`src/rtl/ssd_scan_ctrl.sv`:
```
// ============================================================================
// ssd_scan_ctrl : multiplexed seven-segment scanner with double-buffered data
// Rev 1.0
// ============================================================================
`default_nettype none

module ssd_scan_ctrl #(
   parameter int NUM_DIGITS = 8,
   parameter int DIV_BITS   = 18
) (
   input  logic                      ClkPort,
   input  logic                      Reset_n,
   input  logic                      load,
   input  logic [4*NUM_DIGITS-1:0]   digits_in,
   input  logic [NUM_DIGITS-1:0]     dp_in,
   input  logic [NUM_DIGITS-1:0]     blank_in,
   input  logic                      lz_suppress,
   input  logic [3:0]                bright,
   output logic [NUM_DIGITS-1:0]     An,
   output logic [7:0]                Cathodes,
   output logic                      pending,
   output logic                      frame_start
);

   localparam int                  c_idx_w    = (NUM_DIGITS > 1) ? $clog2(NUM_DIGITS) : 1;
   localparam logic [c_idx_w-1:0]  c_last_idx = c_idx_w'(NUM_DIGITS - 1);

   logic [DIV_BITS-1:0]     r_presc;
   logic [c_idx_w-1:0]      r_idx;
   logic                    r_pending;
   logic                    r_frame_start;
   logic [NUM_DIGITS-1:0]   r_an;
   logic [7:0]              r_cat;

   logic [4*NUM_DIGITS-1:0] r_sh_digits;
   logic [NUM_DIGITS-1:0]   r_sh_dp;
   logic [NUM_DIGITS-1:0]   r_sh_blank;
   logic                    r_sh_lz;

   logic [4*NUM_DIGITS-1:0] r_act_digits;
   logic [NUM_DIGITS-1:0]   r_act_dp;
   logic [NUM_DIGITS-1:0]   r_act_blank;
   logic [NUM_DIGITS-1:0]   r_act_mask;

   logic                    w_tick;
   logic                    w_boundary;
   logic [3:0]              w_nib;
   logic                    w_pwm_on;
   logic                    w_dark;
   logic [6:0]              w_seg;
   logic [NUM_DIGITS-1:0]   w_an_sel;

   // Leading zeros run from the top digit down; digit 0 always stays visible.
   function automatic logic [NUM_DIGITS-1:0] f_lz_mask(input logic [4*NUM_DIGITS-1:0] d);
      logic [NUM_DIGITS-1:0] m;
      logic                  run;
      m   = '0;
      run = 1'b1;
      for (int i = NUM_DIGITS - 1; i >= 1; i--) begin
         run  = run & (d[4*i +: 4] == 4'h0);
         m[i] = run;
      end
      return m;
   endfunction

   assign w_tick     = &r_presc;
   assign w_boundary = w_tick && (r_idx == c_last_idx);
   assign w_nib      = r_act_digits[{r_idx, 2'b00} +: 4];
   assign w_pwm_on   = (r_presc[DIV_BITS-1 -: 4] <= bright);
   assign w_dark     = r_act_blank[r_idx] | r_act_mask[r_idx] | ~w_pwm_on;

   always_ff @(posedge ClkPort or negedge Reset_n) begin
      if (!Reset_n) begin
         r_presc       <= '0;
         r_idx         <= '0;
         r_frame_start <= 1'b0;
      end else begin
         r_presc       <= r_presc + 1'b1;
         r_frame_start <= w_boundary;
         if (w_tick) begin
            r_idx <= (r_idx == c_last_idx) ? '0 : r_idx + 1'b1;
         end
      end
   end

   // A load landing on the boundary bypasses the shadow so it is never a frame late.
   always_ff @(posedge ClkPort or negedge Reset_n) begin
      if (!Reset_n) begin
         r_pending    <= 1'b0;
         r_sh_digits  <= '0;
         r_sh_dp      <= '0;
         r_sh_blank   <= '0;
         r_sh_lz      <= 1'b0;
         r_act_digits <= '0;
         r_act_dp     <= '0;
         r_act_blank  <= '1;
         r_act_mask   <= '0;
      end else if (w_boundary && load) begin
         r_act_digits <= digits_in;
         r_act_dp     <= dp_in;
         r_act_blank  <= blank_in;
         r_act_mask   <= lz_suppress ? f_lz_mask(digits_in) : '0;
         r_pending    <= 1'b0;
      end else if (w_boundary && r_pending) begin
         r_act_digits <= r_sh_digits;
         r_act_dp     <= r_sh_dp;
         r_act_blank  <= r_sh_blank;
         r_act_mask   <= r_sh_lz ? f_lz_mask(r_sh_digits) : '0;
         r_pending    <= 1'b0;
      end else if (load) begin
         r_sh_digits  <= digits_in;
         r_sh_dp      <= dp_in;
         r_sh_blank   <= blank_in;
         r_sh_lz      <= lz_suppress;
         r_pending    <= 1'b1;
      end
   end

   always_comb begin
      case (w_nib)
         4'h0:    w_seg = 7'b0000001;
         4'h1:    w_seg = 7'b1001111;
         4'h2:    w_seg = 7'b0010010;
         4'h3:    w_seg = 7'b0000110;
         4'h4:    w_seg = 7'b1001100;
         4'h5:    w_seg = 7'b0100100;
         4'h6:    w_seg = 7'b0100000;
         4'h7:    w_seg = 7'b0001111;
         4'h8:    w_seg = 7'b0000000;
         4'h9:    w_seg = 7'b0000100;
         4'hA:    w_seg = 7'b0001000;
         4'hB:    w_seg = 7'b1100000;
         4'hC:    w_seg = 7'b0110001;
         4'hD:    w_seg = 7'b1000010;
         4'hE:    w_seg = 7'b0110000;
         default: w_seg = 7'b0111000;
      endcase
   end

   always_comb begin
      w_an_sel        = '1;
      w_an_sel[r_idx] = 1'b0;
   end

   always_ff @(posedge ClkPort or negedge Reset_n) begin
      if (!Reset_n) begin
         r_an  <= '1;
         r_cat <= 8'hFF;
      end else begin
         r_an  <= w_dark ? '1 : w_an_sel;
         r_cat <= w_dark ? 8'hFF : {w_seg, ~r_act_dp[r_idx]};
      end
   end

   assign An          = r_an;
   assign Cathodes    = r_cat;
   assign pending     = r_pending;
   assign frame_start = r_frame_start;

endmodule

`default_nettype wire
```
`config.mk`:
```
export PLATFORM = sky130hd
export DESIGN_NAME = ssd_scan_ctrl
export DESIGN_NICKNAME = d
export VERILOG_FILES = /design/src/rtl/ssd_scan_ctrl.sv
export SDC_FILE = /design/constraint.sdc
export NUM_CORES = 1
export LEC_CHECK = 0
export ABC_CLOCK_PERIOD_IN_PS = 2000
export BUFFER_PORTS_ARGS = -buffer_cell sky130_fd_sc_hd__buf_2
export CAP_MARGIN = 20
export CORE_AREA = 2 2 159 161
export DETAILED_ROUTE_END_ITERATION = 16
export DIE_AREA = 0 0 161 163
export GPL_ROUTABILITY_DRIVEN = 0
export PLACE_DENSITY = 0.58
export SKIP_CTS_REPAIR_TIMING = 1
export SYNTH_ARGS = -nofsm -noshare
export SYNTH_HDL_FRONTEND = slang
export SYNTH_SLANG_ARGS = --single-unit
```
`constraint.sdc`:
```
create_clock -name ClkPort -period 2 [get_ports ClkPort]
set_clock_uncertainty 0.1 [all_clocks]
set_input_delay 0.4 -clock ClkPort [delete_from_list [all_inputs] [get_ports ClkPort]]
set_output_delay 0.4 -clock ClkPort [all_outputs]
set_load 0.01 [all_outputs]
```
==> results.ini, run 1 <==
[layout]
regArea_um2=3610
multiInputGateArea_um2=3720
num_antenna_cells=0
fill_cells=2376
finalNonFillerCells=1139
nets=865
syn_to_final_growth_pct=36.5
drive_gt1_frac=0.412

[power]
finalPower_mw=7.10
switching_share=0.226
clockPowerShare=0.487
power.switching_mw=1.61
vdd_drop_max_uv=517
power_frac_comb=0.078
power_density_nw_per_um2=713
p_seq_frac=0.435
p_leak_nw=4.23
p_int_mw=5.49

[worst_setup_path]
end_kind=register
worstPathRequired_ns=2.26
critPathMaxFanout=5
start_kind=register
path_class=reg2reg
max_stage_delay_ns=0.51
crit_chain=buf_6, mux4_2, mux2i_4, inv_2, ha_4, nand2_4, o211a_1, o21ai_2
critPathSlowestCell=mux4_2
cp.arrival_ns=2.40

[route]
wl_per_cell_um=19.3
drt-pass1-iter-count=7
first_iter_violations=639
route.detailed.drc=0
vias_per_cell=5.26
vias=5995
ant_nets=0
drt_wl_total_um=22000

[floorplan]
io_pins=74
die_y_um=163
rows=58
initial_utilization=0.295
dieArea_um2=26200
design.core.area_um2=24700
die_width_um=161

[sta]
fmax_mhz=467
worst_pin_slew_ns=0.521
final_hold_viol_count=0
period_minus_slack_ns=2.14
grt_setup_unrepaired=yes
setup_viol_count_final=42
layout_setup_ws_ns=-0.141
drv_slew=0
relSlewSlack=0.652
post-route-period-util=1.07

[synth]
synthTopCellsByCount=dfrtp_1, nand2_1, mux2_2, nor2b_1, o21ai_1
syn_nets=721
synth_seq_cells=143
synth.top_cell.area_share=0.408
async_flop_share=1.00
synth_seq_area_share=0.495
yosysTopAreaCell=dfrtp_1
ys_warn_count=0
netlist_top_cells_area=dfrtp_1, dfstp_2, mux2_2, a222oi_1, nor2b_1
synth_most_common_cell=dfrtp_1
ys.flop_type=dfrtp_1
synth_cell_types=66
synth.avg_cell_area_um2=11.2
synth_area_um2=7290
synthCells=652
synth_edf_count=0

[global_routing]
antenna_found_initial=0
grt_max_degree=49
grt.total_usage=0.156
grt_first_pass_wirelength_um=31900
overflow=0
first_global_vias=5608

[clock_tree]
cts_root_buf=clkbuf_16
htree_levels=4
cts_sinks=143
cts_made_buffers=17
cts_tree=done
clkLatencyLatePin_ns=0.43
clkTransAtPathRegs_ns=0.06
clk_path_buf_depth=2

[job]
drv_cap=0

[run_status]
violations=negative setup slack
outcome=finished with violations

[placement]
place_inst=1082
dp.final_hpwl_um=14200
dp_slack_ns=-0.158
numPortBuffers=73

[hold_path]
hp-class=in2reg

[power by group through the flow]
stage	Clock, mW	Combinational [mW]	Sequential [mW]
after global routing	3.64	0.602	3.10
after detailed placement	0	0.482	3.13
final	3.45	0.555	3.09
after global placement	0	0.478	3.13
after CTS	3.51	0.484	3.08
after floorplan	0	0.245	3.11
[worst max-delay path: cells and delay by family, from the launching register on]
kind / cells / cell delay (ns)
simple gates: 1 / 0.06
buf+inv: 2 / 0.26
fa+ha+maj: 1 / 0.19
mux: 2 / 0.79
compound gates: 2 / 0.23
flops: 1 / 0.43
[flip-flops by register name, summed over array words and instances, names as in the netlist]
register	flops
r_sh_lz	1
r_presc	18
An	8
pending	1
r_act_mask	7
r_act_blank	8
r_idx	3
r_act_digits	32
r_act_dp	8
frame_start	1
r_sh_dp	8
r_sh_blank	8
Cathodes	8
r_sh_digits	32
[area by class of cell]
class	count	area share
clock inverters	10	0.0161
clock buffers	22	0.0476
flip-flops and latches	143	0.363
repair buffers	171	0.153
multi-input cells	451	0.374
well taps	330	0.0415
inverters	12	0.00503
[kinds of logic (layout without fill, tap and decap cells)]
| group | count (synthesis) | after routing | synth area share |
|---|---|---|---|
| fa+ha+maj | 13 | 13 | 0.0223 |
| compound gates | 146 | 146 | 0.142 |
| mux | 64 | 65 | 0.113 |
| buf+inv | 59 | 215 | 0.0475 |
| flops | 143 | 143 | 0.495 |
| xor+xnor | 16 | 16 | 0.0192 |
| simple gates | 211 | 211 | 0.161 |
[layout by cell type (no fill, tap or decap), types with 19 or more instances in the layout]
master,netlist,routed
a222oi_1,38,38
buf_2,10,72
buf_4,5,61
clkbuf_16,0,25
dfrtp_1,119,117
dfstp_2,24,24
mux2_4,11,40
nand2_1,56,53
nand3_1,22,19
nor2b_1,43,43
o21ai_1,39,40
[metrics by stage]
stage | util | area [um^2] | setup TNS (ns) | hold slack (ns)
3_5_place_dp | 0.347 | 8550 | -10.80 | 0.288
5_1_grt | 0.403 | 9950 | -7.40 | 0.118
2_1_floorplan | - | 7310 | -0.508 | 0.00441
6_report | 0.403 | 9950 | -2.10 | 0.124
4_1_cts | 0.372 | 9190 | -11.29 | -0.171
3_3_place_gp | 0.347 | 8550 | -6.26 | 0.286
[per-layer routing]
layer | vias up | routed length [um] | global-route usage
met5 | - | 0 | 0
met4 | 0 | 453 | 0.0394
met3 | 29 | 1520 | 0.0392
met2 | 260 | 9800 | 0.227
met1 | 2969 | 10200 | 0.231
li1 | 2737 | - | -
[path summary, 6_finish.rpt]
check,start,slack [ns],endpoint,cells after the start
setup / recovery,r_idx[1],-0.14,Cathodes[4],8
hold / removal,blank_in[2],0.12,r_sh_blank[2],2
setup reg to reg,r_idx[1],-0.14,Cathodes[4],8
hold reg to reg,r_presc[7],0.38,r_presc[7],1
max in group asynchronous,Reset_n,0.75,Cathodes[3],3
min in group asynchronous,Reset_n,0.38,r_act_digits[17],2
No activity file was read; power rests on OpenSTA's default activity.
==> run 2: changes to the inputs <==
--- a/constraint.sdc
+++ b/constraint.sdc
@@ -4,2 +4,2 @@
 set_output_delay 0.4 -clock ClkPort [all_outputs]
-set_load 0.01 [all_outputs]
+set_load 0.005 [all_outputs]
==> run 2 against run 1 <==
Net effect:
- the run still ends with negative setup slack left
- maximum frequency is 1.4% lower
- critical path type unchanged
- largest cell class unchanged
- core utilization is 0.091 points higher
- setup slack worse by 0.031 ns
- cell count hardly changed
- die area stayed put
- hold slack better by 0.0086 ns
- critical path depth is 2 lower
- combinational power is 3% higher
- global-route usage hardly changed
- total power is 3.3% lower
==> results.ini, run 2 (same netlist as run 1, synthesis figures left out) <==
[hold_path]
hp-class=in2reg

[sta]
grt_setup_unrepaired=yes
holdWs_ns=0.133
fmax_mhz=460
final_hold_viol_count=0
setup_viol_count_final=83
drv_slew=0
worst_pin_slew_ns=0.595
relSlewSlack=0.599
period_minus_slack_ns=2.17
fin_setup_tns_ns=-3.78
layout_setup_ws_ns=-0.172
post-route-period-util=1.09

[route]
vias_per_cell=5.26
wl_per_cell_um=19.3
route.met3.wl_um=1610
wl_met2_um=9820
top_layer=met4
first_iter_violations=651
drt_wl_total_um=22000
vias=5988
route.detailed.drc=0
met1_length_um=10100
drt-pass1-iter-count=8
ant_nets=0

[run_status]
violations=negative setup slack
outcome=finished with violations

[clock_tree]
clkLatencyLatePin_ns=0.42
htree_levels=4
clkTransAtPathRegs_ns=0.06
cts_sinks=143
cts_made_buffers=17
cts_tree=done
cts_root_buf=clkbuf_16
clk_path_buf_depth=2

[power]
power_density_nw_per_um2=689
p_leak_nw=4.28
finalPower_mw=6.87
vdd_drop_max_uv=428

[floorplan]
dieArea_um2=26200
io_pins=74
rows=58
die_y_um=163
die_width_um=161
initial_utilization=0.295
design.core.area_um2=24700

[layout]
num_antenna_cells=0
syn_to_final_growth_pct=36.8
layout_common_cells=dfrtp_1, buf_2, buf_4
nets=864
drive_gt1_frac=0.411
finalNonFillerCells=1138
fin_area_um2=9970
utilization=0.404
layout_commonest_cell=dfrtp_1
reg_top3=r_act_digits: 32 flops, r_sh_digits: 32 flops, r_presc: 18 flops

[job]
drv_cap=0

[worst_setup_path]
critPathMaxFanout=5
path_class=reg2reg
max_stage_delay_ns=0.54
critPathSlowestCell=mux4_2
crit_family=multiplexers
start_kind=register
end_kind=register
cp.arrival_ns=2.42
crit_chain=buf_6, mux4_2, mux2i_4, ha_4, o211a_1, o21ai_2
crit_buf_inv=1
worstPathRequired_ns=2.25

[placement]
dp_slack_ns=-0.196
place_inst=1081
numPortBuffers=73
dp.final_hpwl_um=14300
place_area_um2=8550

[global_routing]
grt.total_usage=0.156
grt_max_degree=49
first_global_vias=5670
overflow=0
antenna_found_initial=0
grt_first_pass_wirelength_um=32100

## run 2: changes by cell type in the layout (fill, tap and decap cells not counted), sizes merged
cell and delta:
clkinvlp +1, clkbuf +3, buf -2, bufinv -2, mux2 -1
## run 2: where the power goes
| group | switching (mW) | leakage [nW] | internal [mW] |
|---|---|---|---|
| sequential | 0.0813 | 1.77 | 3.01 |
| clock | 1.23 | 0.290 | 1.97 |
| combinational | 0.263 | 2.22 | 0.311 |
| total | 1.58 | 4.28 | 5.29 |
## run 2: per-layer routing
metal  vias to the layer above  global-route usage
met2                       248               0.226
li1                       2748                   -
met3                        31              0.0313
met1                      2961               0.233
met5                         -                   0
met4                         0              0.0487
## run 2: path summary, 6_finish.rpt
path,startpoint,endpoint,slack (ns),depth (start not counted)
worst max-delay path,r_idx[1],Cathodes[4],-0.17,6
worst min-delay path,dp_in[2],r_sh_dp[2],0.13,2
worst max register to register,r_idx[1],Cathodes[4],-0.17,6
worst min register to register,r_act_blank[3],r_act_blank[3],0.39,2
max in group asynchronous,Reset_n,Cathodes[3],0.74,3
min in group asynchronous,Reset_n,r_sh_digits[19],0.39,2
## run 2: worst register-to-register path: cells and delay by family, from the launching register on
family,cells,cell delay (ns)
compound gates,2,0.36
fa+ha+maj,1,0.26
buf+inv,1,0.14
flops,1,0.43
mux,2,0.82
## run 2: final cells by class
type,count,area (um^2)
Timing Repair Buffer,171,1570
Clock inverter,9,108
Clock buffer,23,488
Tap cell,330,413
Fill cell,2390,14700
Sequential cell,143,3610
Inverter,12,47.5
Multi-Input combinational cell,450,3740
